## src/rtl/wb_commit_unit.sv

```systemverilog
// wb_commit_unit: reorder buffer for the way0/way1 writeback results. Entries are
// slotted by their 2-bit program-order ID and retired in order, up to two per cycle.
module wb_commit_unit #(
    parameter int DEPTH = 4,
    parameter int XLEN  = 64
) (
    input  logic            clk,
    input  logic            rst,
    input  logic            way0_valid_i,
    output logic            way0_ready_o,
    input  logic            way0_rdWriteEnable_i,
    input  logic [4:0]      way0_rdAddr_i,
    input  logic [XLEN-1:0] way0_rdData_i,
    input  logic [1:0]      way0_pID_i,
    input  logic            way1_valid_i,
    output logic            way1_ready_o,
    input  logic            way1_rdWriteEnable_i,
    input  logic [4:0]      way1_rdAddr_i,
    input  logic [XLEN-1:0] way1_rdData_i,
    input  logic [1:0]      way1_pID_i,
    input  logic            flush_i,
    input  logic [1:0]      flushPID_i,
    output logic            wrEn0_o,
    output logic            wrEn1_o,
    output logic [4:0]      wrAddr0_o,
    output logic [4:0]      wrAddr1_o,
    output logic [XLEN-1:0] wrData0_o,
    output logic [XLEN-1:0] wrData1_o,
    output logic [1:0]      retireCnt_o
);

    logic [DEPTH-1:0] slot_valid_q, slot_valid_d;
    logic [DEPTH-1:0] slot_we_q, slot_we_d;
    logic [4:0]       slot_addr_q [DEPTH];
    logic [4:0]       slot_addr_d [DEPTH];
    logic [XLEN-1:0]  slot_data_q [DEPTH];
    logic [XLEN-1:0]  slot_data_d [DEPTH];
    logic [1:0]       exp_pid_q, exp_pid_d;

    logic             wr_en0_q, wr_en0_d, wr_en1_q, wr_en1_d;
    logic [4:0]       wr_addr0_q, wr_addr0_d, wr_addr1_q, wr_addr1_d;
    logic [XLEN-1:0]  wr_data0_q, wr_data0_d, wr_data1_q, wr_data1_d;
    logic [1:0]       retire_cnt_q, retire_cnt_d;

    logic             ready0_s, ready1_s, acc0_s, acc1_s;
    logic [1:0]       exp_nxt_s;
    logic             ret_a_s, ret_b_s, we0_s, we1_s, waw_s;

    // Handshake: ready looks only at registered occupancy; way0 wins a same-pID collision
    always_comb begin
        ready0_s = ~slot_valid_q[way0_pID_i] & ~flush_i;
        ready1_s = ~slot_valid_q[way1_pID_i] & ~flush_i
                   & ~(way0_valid_i & ready0_s & (way0_pID_i == way1_pID_i));
        acc0_s   = way0_valid_i & ready0_s;
        acc1_s   = way1_valid_i & ready1_s;
    end

    assign way0_ready_o = ready0_s;
    assign way1_ready_o = ready1_s;

    // Retire decision: oldest slot, plus its successor when both are present
    always_comb begin
        exp_nxt_s = exp_pid_q + 2'd1;
        ret_a_s   = slot_valid_q[exp_pid_q] & ~flush_i;
        ret_b_s   = ret_a_s & slot_valid_q[exp_nxt_s];
        we1_s     = ret_b_s & slot_we_q[exp_nxt_s] & (slot_addr_q[exp_nxt_s] != 5'd0);
        waw_s     = we1_s & (slot_addr_q[exp_pid_q] == slot_addr_q[exp_nxt_s]);
        we0_s     = ret_a_s & slot_we_q[exp_pid_q] & (slot_addr_q[exp_pid_q] != 5'd0) & ~waw_s;
    end

    // Next value of the registered register-file write ports
    always_comb begin
        wr_en0_d     = we0_s;
        wr_en1_d     = we1_s;
        wr_addr0_d   = ret_a_s ? slot_addr_q[exp_pid_q] : 5'd0;
        wr_addr1_d   = ret_b_s ? slot_addr_q[exp_nxt_s] : 5'd0;
        wr_data0_d   = ret_a_s ? slot_data_q[exp_pid_q] : {XLEN{1'b0}};
        wr_data1_d   = ret_b_s ? slot_data_q[exp_nxt_s] : {XLEN{1'b0}};
        retire_cnt_d = {ret_b_s, ret_a_s & ~ret_b_s};
    end

    // Slot occupancy/contents and expected pID; accepted and retired slots never coincide
    always_comb begin
        slot_valid_d = slot_valid_q;
        slot_we_d    = slot_we_q;
        slot_addr_d  = slot_addr_q;
        slot_data_d  = slot_data_q;
        if (flush_i) begin
            exp_pid_d = flushPID_i;
        end else begin
            exp_pid_d = exp_pid_q + retire_cnt_d;
        end
        for (int i = 0; i < DEPTH; i++) begin
            if (flush_i) begin
                slot_valid_d[i] = 1'b0;
            end else if (acc0_s && (way0_pID_i == 2'(i))) begin
                slot_valid_d[i] = 1'b1;
                slot_we_d[i]    = way0_rdWriteEnable_i;
                slot_addr_d[i]  = way0_rdAddr_i;
                slot_data_d[i]  = way0_rdData_i;
            end else if (acc1_s && (way1_pID_i == 2'(i))) begin
                slot_valid_d[i] = 1'b1;
                slot_we_d[i]    = way1_rdWriteEnable_i;
                slot_addr_d[i]  = way1_rdAddr_i;
                slot_data_d[i]  = way1_rdData_i;
            end else if ((ret_a_s && (exp_pid_q == 2'(i))) || (ret_b_s && (exp_nxt_s == 2'(i)))) begin
                slot_valid_d[i] = 1'b0;
            end else begin
                slot_valid_d[i] = slot_valid_q[i];
            end
        end
    end

    // State and output registers with synchronous reset
    always_ff @(posedge clk) begin
        if (rst) begin
            slot_valid_q <= {DEPTH{1'b0}};
            slot_we_q    <= {DEPTH{1'b0}};
            for (int i = 0; i < DEPTH; i++) begin
                slot_addr_q[i] <= 5'd0;
                slot_data_q[i] <= {XLEN{1'b0}};
            end
            exp_pid_q    <= 2'd0;
            wr_en0_q     <= 1'b0;
            wr_en1_q     <= 1'b0;
            wr_addr0_q   <= 5'd0;
            wr_addr1_q   <= 5'd0;
            wr_data0_q   <= {XLEN{1'b0}};
            wr_data1_q   <= {XLEN{1'b0}};
            retire_cnt_q <= 2'd0;
        end else begin
            slot_valid_q <= slot_valid_d;
            slot_we_q    <= slot_we_d;
            slot_addr_q  <= slot_addr_d;
            slot_data_q  <= slot_data_d;
            exp_pid_q    <= exp_pid_d;
            wr_en0_q     <= wr_en0_d;
            wr_en1_q     <= wr_en1_d;
            wr_addr0_q   <= wr_addr0_d;
            wr_addr1_q   <= wr_addr1_d;
            wr_data0_q   <= wr_data0_d;
            wr_data1_q   <= wr_data1_d;
            retire_cnt_q <= retire_cnt_d;
        end
    end

    assign wrEn0_o     = wr_en0_q;
    assign wrEn1_o     = wr_en1_q;
    assign wrAddr0_o   = wr_addr0_q;
    assign wrAddr1_o   = wr_addr1_q;
    assign wrData0_o   = wr_data0_q;
    assign wrData1_o   = wr_data1_q;
    assign retireCnt_o = retire_cnt_q;

endmodule

```

## config.mk

```make
export PLATFORM = sky130hd
export DESIGN_NAME = wb_commit_unit
export DESIGN_NICKNAME = d
export VERILOG_FILES = /design/src/rtl/wb_commit_unit.sv
export SDC_FILE = /design/constraint.sdc
export NUM_CORES = 1
export LEC_CHECK = 0
export ABC_AREA = 1
export CAP_MARGIN = 20
export CELL_PAD_IN_SITES_DETAIL_PLACEMENT = 0
export CELL_PAD_IN_SITES_GLOBAL_PLACEMENT = 2
export CORE_AREA = 3 3 275 277
export CTS_BUF_LIST = sky130_fd_sc_hd__clkbuf_4 sky130_fd_sc_hd__clkbuf_8
export DETAILED_ROUTE_END_ITERATION = 16
export DIE_AREA = 0 0 278 280
export PLACE_DENSITY_LB_ADDON = 0.1
export SYNTH_ARGS = -nofsm -noshare
export SYNTH_HDL_FRONTEND = slang
export SYNTH_SLANG_ARGS = --single-unit
```

## constraint.sdc

```tcl
create_clock -name clk -period 8.75 [get_ports clk]
set_clock_uncertainty 0.2 [all_clocks]
set_input_delay 1.75 -clock clk [delete_from_list [all_inputs] [get_ports clk]]
set_output_delay 1.75 -clock clk [all_outputs]
set_load 0.005 [all_outputs]
```

==> reports/metrics.csv <==
metric,value,unit
dpl hpwl,56200,um
layout cells sized above 1,5.06,%
1st-pass router iterations,6,
DR DRC count,0,
die area,77800,um2
Reg-to-Reg Start,exp_pid_q[1]$_SDFF_PP0_,
CORE AREA,73100,um2
syn avg cell area,6.18,um2
asr flop ratio synth,0,%
most numerous cell in the Yosys netlist,nand2_1,
DR vias,26300,
crit path max fanout,55,
Worst Setup Start Kind,input pin,
Pwr Density,179,nW/um2
largest net degree at the start of global routing,228,
final WL,102000,um
met1 WL,47500,um
RePlAce Congestion,0.783,
Worst Tran Pin Value,1150,ps
most frequent cells after synthesis,"930 x nand2_1, 672 x a21oi_1, 428 x dfxtp_1",
relative slew slack,23.5,%
CTS clock-pin slew for the worst setup and hold paths,60,ps
io pins,295,
CTS Buffer Depth,3,
Hold Crit Class,reg -> reg,
Leak,12.9,nW
status,completed,
fin crit share,73.5,%
Die H,280,um
Filler cells,8010,
Max Freq,155,MHz
Yosys reg bits,428,
total track usage,25.3,%
nets,4110,
minimum clock period after layout,6430,ps
crit path capture type,output pin,
top layer in use,met5,
DP Worst Slack,2320,ps
Final Hold Viols,0,
Setup Buffers After CTS,0,
later-pin clock latency in the skew report,680,ps
Hold Crit Depth,4,
first-pass GRT wire length,154000,um
"EDFF count, synth",0,
fin. max-slew vios,0,
ANT nets after route,0,
wire per inst,20.5,um
reg-to-reg endpoint,wrData1_o[63]$_SDFF_PP0_,
WP data arrival,4480,ps
synthesized cell area,24200,um2
hold path endpoint,slot_addr_q[11]$_SDFFE_PP0P_,
TNS Setup,0,ps
Synth cell types,20,
Final setup viols,0,
Placement Rows,99,
max-cap violations,0,
Syn-to-layout area delta,19.6,%
worst reg2reg path depth,9,
"Seq/Total Area, Yosys",35.4,%
Min Hold Slack,352,ps
post-synth top area share,35.4,%
Peak supply drop,0.000115,V
Mapped Cells,3915,
Syn. warnings,0,
DIE WIDTH,278,um
Post-Syn Nets,4071,
Critical Path RT,6800,ps
met3 WL post-DR,6090,um
Final WS setup,2320,ps
WS Path Type,in -> out,
R2R setup slack,3430,ps
"area leader, netlist",dfxtp_1,
antenna violations before repair,6,
"Hold-fix buffers, CTS",0,
met2 wire length,46600,um
grt ovf,0,
synth top area cells,"dfxtp_1 35%, nand2_1 14%, a21oi_1 14%",
initial core utilization,33.1,%
CTS resizes,0,
H-tree Lvls,3,
IO buf count,294,
clk root buf,clkbuf_8,
Vias per Instance,5.28,
Num CTS Buffers,85,
Power Total,0.00519,W
min-delay src,slot_addr_q[11]$_SDFFE_PP0P_,
vias in the first global route,24400,
Post-synth top flop,dfxtp_1,
initial DRC count,2032,
CTS tree,built,
RSZ-0062 raised after global routing,false,
Clock Sinks,428,
==> through the flow <==
stage	cell area (um2)	util [%]	cells
5_1_grt	28900	39.6	4973
6_report	28900	39.6	4974
3_5_place_dp	27200	37.2	4825
3_3_place_gp	27200	37.2	4825
4_1_cts	28900	39.6	4968
2_1_floorplan	24200	-	3915
==> power by group <==
group          internal [W]  switching [W]
clock               0.00119       0.000951
combinational      0.000308       0.000647
sequential          0.00204      0.0000544
==> layer usage <==
layer	GRT usage, %	up-vias
li1	-	13100
met1	34.8	12300
met2	41.2	775
met3	4.08	120
met4	6.52	2
met5	0	-
==> cell families after synthesis <==
group | after synthesis | share of synthesized area (%)
flip-flops | 428 | 35.4
XOR/XNOR | 7 | 0.253
buffers and inverters | 690 | 11.3
AND/OR/NAND/NOR | 1842 | 33.2
AO/OA/AOI/OAI | 943 | 19.5
adder cells (fa/ha/maj) | 5 | 0.259
==> sequential cells by signal, summed over array words and instances, names as in the netlist <==
name,cells
slot_data_q,256
slot_valid_q,4
wrData1_o,64
slot_addr_q,20
slot_we_q,4
wrData0_o,64
wrEn1_o,1
retireCnt_o,2
wrAddr1_o,5
wrEn0_o,1
wrAddr0_o,5
exp_pid_q,2
==> worst max-delay path: stages <==
cell,delay (ps)
clkdlybuf4s50_1,700
inv_1,170
nand3_1,100
nand2_1,110
nor3_4,410
buf_4,600
clkdlybuf4s50_1,630
==> worst max path at each step <==
| stage | startpoint | endpoint | slack [ps] | depth (start not counted) |
|---|---|---|---|---|
| CTS | way0_pID_i[0] | way0_ready_o | 2300 | 7 |
| detailed placement | way0_pID_i[0] | way0_ready_o | 2320 | 7 |
| global route | way0_pID_i[1] | way0_ready_o | 2140 | 7 |
| global placement | way0_pID_i[0] | way0_ready_o | 2320 | 7 |
| floorplan | way0_pID_i[0] | way0_ready_o | 4100 | 7 |
| finish | way0_pID_i[0] | way0_ready_o | 2320 | 7 |
==> cell type report <==
type	count	area, um2	area share [%]
clock buffers	126	1600	5.52
clock inverters	17	121	0.419
well taps	959	1200	4.15
multi-input cells	2797	13000	44.8
repair buffers	334	3290	11.4
inverters	308	1180	4.06
flip-flops and latches	428	8580	29.6
diodes	5	12.5	0.0432
==> cells in the final DEF, fill, tap and decap left out, drive strengths merged <==
master and n:
xnor2 5, clkdlybuf4s50 293, clkbuf 126, nand3 315, nand2 930, inv 305, nor2 309, a21oi 672
clkinv 16, bufinv 1, ha 5, o211ai 3, nand4 285, clkinvlp 3, diode 5, xor2 2
dfxtp 428, o21ai 268, nor3 3, buf 41
(Power assumes the default switching activity.)
